**src/rtl/fifo_reader.sv**
```systemverilog
// ============================================================================
// Module      : fifo_reader
// Description : Drains a registered-output FIFO into a valid/ready stream
//               through a 2-entry skid buffer, tagging BURST_LEN-word bursts.
// Revision    : 1.0 - initial release
// ============================================================================
`default_nettype none

module fifo_reader #(
    parameter int DATA_WIDTH = 8,
    parameter int BURST_LEN  = 4
) (
    input  logic                  clk,
    input  logic                  reset,
    input  logic                  fifo_empty,
    output logic                  fifo_read_en,
    input  logic [DATA_WIDTH-1:0] fifo_data,
    output logic [DATA_WIDTH-1:0] m_data,
    output logic                  m_valid,
    input  logic                  m_ready,
    output logic                  m_last,
    output logic [7:0]            burst_idx
);

    localparam logic [7:0] c_LAST_IDX = 8'(BURST_LEN - 1);

    typedef enum logic [1:0] {
        S_EMPTY = 2'd0,
        S_ONE   = 2'd1,
        S_TWO   = 2'd2
    } state_t;

    state_t                r_state;
    state_t                w_state_next;
    logic                  r_inflight;
    logic [DATA_WIDTH-1:0] r_buf0;
    logic [DATA_WIDTH-1:0] r_buf1;
    logic [7:0]            r_burst_idx;
    logic                  w_pop;
    logic                  w_capture;
    logic [1:0]            w_occ;
    logic [2:0]            w_demand;

    assign m_valid   = (r_state != S_EMPTY);
    assign m_data    = r_buf0;
    assign burst_idx = r_burst_idx;
    assign m_last    = m_valid & (r_burst_idx == c_LAST_IDX);
    assign w_pop     = m_valid & m_ready;
    assign w_capture = r_inflight;

    // Request a word only if it is guaranteed a slot when it lands; pop never
    // exceeds occupancy, so the subtraction cannot underflow.
    always_comb begin
        w_occ = 2'd0;
        case (r_state)
            S_ONE:   w_occ = 2'd1;
            S_TWO:   w_occ = 2'd2;
            default: w_occ = 2'd0;
        endcase
        w_demand     = {1'b0, w_occ} + {2'b00, r_inflight} - {2'b00, w_pop};
        fifo_read_en = ~reset & ~fifo_empty & (w_demand < 3'd2);
    end

    always_ff @(posedge clk or posedge reset) begin
        if (reset) begin
            r_state <= S_EMPTY;
        end else begin
            r_state <= w_state_next;
        end
    end

    always_comb begin
        w_state_next = r_state;
        case (r_state)
            S_EMPTY: if (w_capture) w_state_next = S_ONE;
            S_ONE: begin
                if (w_capture && !w_pop)      w_state_next = S_TWO;
                else if (!w_capture && w_pop) w_state_next = S_EMPTY;
            end
            S_TWO:   if (w_pop && !w_capture) w_state_next = S_ONE;
            default: w_state_next = S_EMPTY;
        endcase
    end

    always_ff @(posedge clk or posedge reset) begin
        if (reset) begin
            r_inflight  <= 1'b0;
            r_buf0      <= '0;
            r_buf1      <= '0;
            r_burst_idx <= 8'd0;
        end else begin
            r_inflight <= fifo_read_en;

            // r_buf0 always holds the oldest word; r_buf1 the younger one.
            if (w_capture) begin
                case (r_state)
                    S_EMPTY: r_buf0 <= fifo_data;
                    S_ONE: begin
                        if (w_pop) r_buf0 <= fifo_data;
                        else       r_buf1 <= fifo_data;
                    end
                    S_TWO: begin
                        r_buf0 <= r_buf1;
                        r_buf1 <= fifo_data;
                    end
                    default: r_buf0 <= fifo_data;
                endcase
            end else if (w_pop && r_state == S_TWO) begin
                r_buf0 <= r_buf1;
            end

            if (w_pop) begin
                if (r_burst_idx == c_LAST_IDX) r_burst_idx <= 8'd0;
                else                           r_burst_idx <= r_burst_idx + 8'd1;
            end
        end
    end

endmodule

`default_nettype wire

```
**config.mk**
```make
export PLATFORM = sky130hd
export DESIGN_NAME = fifo_reader
export DESIGN_NICKNAME = d
export VERILOG_FILES = /design/src/rtl/fifo_reader.sv
export SDC_FILE = /design/constraint.sdc
export NUM_CORES = 1
export LEC_CHECK = 0
export ABC_AREA = 1
export BUFFER_PORTS_ARGS = -buffer_cell sky130_fd_sc_hd__buf_2
export CAP_MARGIN = 20
export CORE_MARGIN = 3
export CORE_UTILIZATION = 57
export DETAILED_ROUTE_END_ITERATION = 8
export PLACE_DENSITY = 0.83
export SKIP_CTS_REPAIR_TIMING = 1
export SLEW_MARGIN = 0
export SYNTH_ARGS = -nofsm -noshare
export SYNTH_HDL_FRONTEND = slang
export SYNTH_SLANG_ARGS = --single-unit
export TNS_END_PERCENT = 10
```
**constraint.sdc**
```tcl
create_clock -name clk -period 4.4 [get_ports clk]
set_input_delay 1.1 -clock clk [delete_from_list [all_inputs] [get_ports clk]]
set_output_delay 1.1 -clock clk [all_outputs]
set_load 0.03 [all_outputs]
```
==> impl_results.md <==
- Combinational family with the most area after synthesis: simple AND/OR/NAND/NOR gates
- Fmax: 0.2620 GHz
- Final TNS setup: 0 ns
- H-Tree Depth: 1
- Synth Cell Area: 1453 sq um
- Synth Register Bits: 27
- Power Total: 1071 uW
- Adder-Cell Fraction of Synth Area: 2.239%
- MaxCap Viol Count: 0
- Die height: 56.48 um
- Worst Reg-to-Reg Cells: 8
- Critical path required time: 3.30 ns
- Syn Inst Count: 191
- ANT cells: 0
- Sw frac: 49.20%
- TritonCTS Buffers: 3
- DRT Pass-1 Iters: 4
- Die area: 3190 sq um
- Register area: 675.6 sq um
- Hold Crit Start: m_data[3]
- YS warnings: 0
- Seq/Total Area, Yosys: 46.51%
- Critical path class: in -> out
- CP max FO: 11
- Initial antenna violation count: 0
- Fin crit share: 86.74%
- Post-synth net total: 205
- Layout cells sized above 1: 23.77%
- Placer congestion estimate: 0.8576
- Placed cell area: 1610 sq um
- Post-Synth Simple-Gate Area: 36.00%
- Worst r2r src: r_state[1]
- Layout Skew: 0.01516 ns
- IO Pins: 31
- Static Leak: 0.0009509 uW
- Multi-input combinational cell area: 678.2 sq um
- CP Launch Type: input port
- XOR/XNOR Fraction of Synth Area: 1.809%
- Nets: 238
- First-pass GRT wire length: 5057 um
- Iteration-0 DRC Markers: 52
- Register share of total power: 38.4%
- Maximum VDD drop: 459.1 uV
- Portion of netlist area occupied by mux cells: 0%
- Final WL: 2953 um
- Slew Viols, Final: 0
- Via count: 1311
- GRT Total Usage: 19.62%
- Post-route antenna net violation count: 0
- Per-cell routed wire length: 11.76 um
- Clk slew on worst S/H paths: 0.16 ns
- Clock power share: 10.3%
- Initial Utilization: 62.66%
- Crit. End Element: primary output
- DRC: 0
- Internal: 543.9 uW
- Clock root cell: clkbuf_4
- Final hold violation count: 0
- Chip width: 56.48 um
- Core ar.: 2318 sq um
- Pin count of the biggest net entering global routing: 28
- Reg2reg end: r_inflight
- Worst-margin pin slew: 0.4411 ns
- Slew margin rel.: 70.56%
- CTS tree: done
- Fill count: 189
- Final Instance Area: 1668 sq um
- Num rows: 17
- Total gr overflow: 0
- R2r setup slk: 2.44 ns
- Vias per cell: 5.223
- TritonCTS Sinks: 27
- HP Class: reg -> reg
- Synth cell types: 23
- RSZ-0062 raised after global routing: false
- Vias in the first global route: 1263
- NetSw: 526.8 uW
- Mean Syn Cell Area: 7.605 sq um
- Combinational power share: 51.3%
- Status: complete, no violations
- Longest Clk Path Bufs: 2
- Final setup fails: 0
- IO buf count: 30
- Arr. time, crit path: 2.72 ns
- DP HPWL: 2262 um
- Pwr dens: 642.0 nW/um^2
- Fin crit period: 3.817 ns
- Hold Path Sink: m_data[3]
- Worst-Skew Late Latency: 0.33 ns
- Layout overhead on the synthesized area: 14.81%
- Synth Area in Compound Gates: 6.632%
- Worst Hold Depth: 2
[synthesized netlist by cell type, drive strengths merged]
library cell   n  share of area, %
a21oi          1              0.34
buf            4               2.4
dfrtp         27                47
fa             1               1.4
ha             1              0.86
inv           17               4.4
nand2         91                26
nand3         17               6.2
nand4          1              0.43
nor2          14               3.8
o211ai         1              0.52
o21ai         13               5.8
xnor2          2               1.2
xor2           1              0.60
[registers in the layout, indices dropped and copies added, names as in the netlist]
| name | flops |
|---|---|
| burst_idx | 8 |
| r_buf1 | 8 |
| r_inflight | 1 |
| m_data | 8 |
| r_state | 2 |
[stage by stage]
step           setup WS [ns]  instances  hold WS (ns)  util, %
5_1_grt               0.4239        251        0.5139    71.94
6_report              0.5833        251        0.4924    71.94
2_1_floorplan         0.6397        191        0.4422        -
3_3_place_gp          0.6439        246        0.4576    69.45
3_5_place_dp          0.5935        246        0.4595    69.45
4_1_cts               0.5939        250        0.4979    70.75
[cell type report]
class / instances / share of cell area, %
Clock buffer: 3 / 1.350
Clock inverter: 1 / 0.4501
Inverter: 17 / 3.826
Multi-Input combinational cell: 143 / 40.66
Sequential cell: 27 / 40.51
Tap cell: 28 / 2.101
Timing Repair Buffer: 32 / 11.10
[routing by layer]
metal | wire length (um) | global-route usage, %
met5 | 0 | 0
met3 | 112 | 2.069
met4 | 56 | 9.831
met2 | 1447 | 33.83
met1 | 1336 | 24.08
[logic make-up (layout without fill, tap and decap cells)]
logic type / count (synthesis) / after routing
XOR/XNOR: 3 / 3
AO/OA/AOI/OAI: 15 / 15
AND/OR/NAND/NOR: 123 / 123
adder cells (fa/ha/maj): 2 / 2
flip-flops: 27 / 27
buffers and inverters: 21 / 53
[how the worst max path moves through the flow]
stage / endpoint / startpoint / depth (start not counted) / slack (ns)
after floorplan: fifo_read_en / m_ready / 8 / 0.64
after global placement: fifo_read_en / m_ready / 10 / 0.64
after detailed placement: fifo_read_en / m_ready / 10 / 0.59
after CTS: fifo_read_en / m_ready / 10 / 0.59
after global routing: fifo_read_en / m_ready / 10 / 0.42
final: fifo_read_en / m_ready / 10 / 0.58
[cells in the final DEF (no fill, tap or decap), types with 2 or more instances in the layout]
| cell | n |
|---|---|
| nand2_1 | 83 |
| clkbuf_4 | 3 |
| xnor2_1 | 2 |
| o21ai_1 | 3 |
| dfrtp_1 | 27 |
| nor2_1 | 13 |
| inv_1 | 15 |
| nand3_1 | 16 |
| nand2_2 | 6 |
| inv_2 | 2 |
| buf_2 | 30 |
| o21ai_0 | 5 |
| nand2_4 | 2 |
| o21ai_2 | 5 |
[power groups by stage]
stage / clock [uW] / sequential, uW / combinational [uW]
floorplan: 0 / 487 / 348
global placement: 0 / 410 / 527
detailed placement: 0 / 416 / 547
CTS: 114 / 411 / 548
global route: 123 / 427 / 611
finish: 111 / 411 / 549
[worst max-delay path: stages]
cell	delay, ns
buf_2	0.10
inv_1	0.12
nor2_2	0.05
buf_4	0.17
inv_2	0.12
nor2_1	0.07
fa_1	0.51
o211ai_1	0.08
a21oi_1	0.15
buf_2	0.22
(Power assumes the default switching activity.)
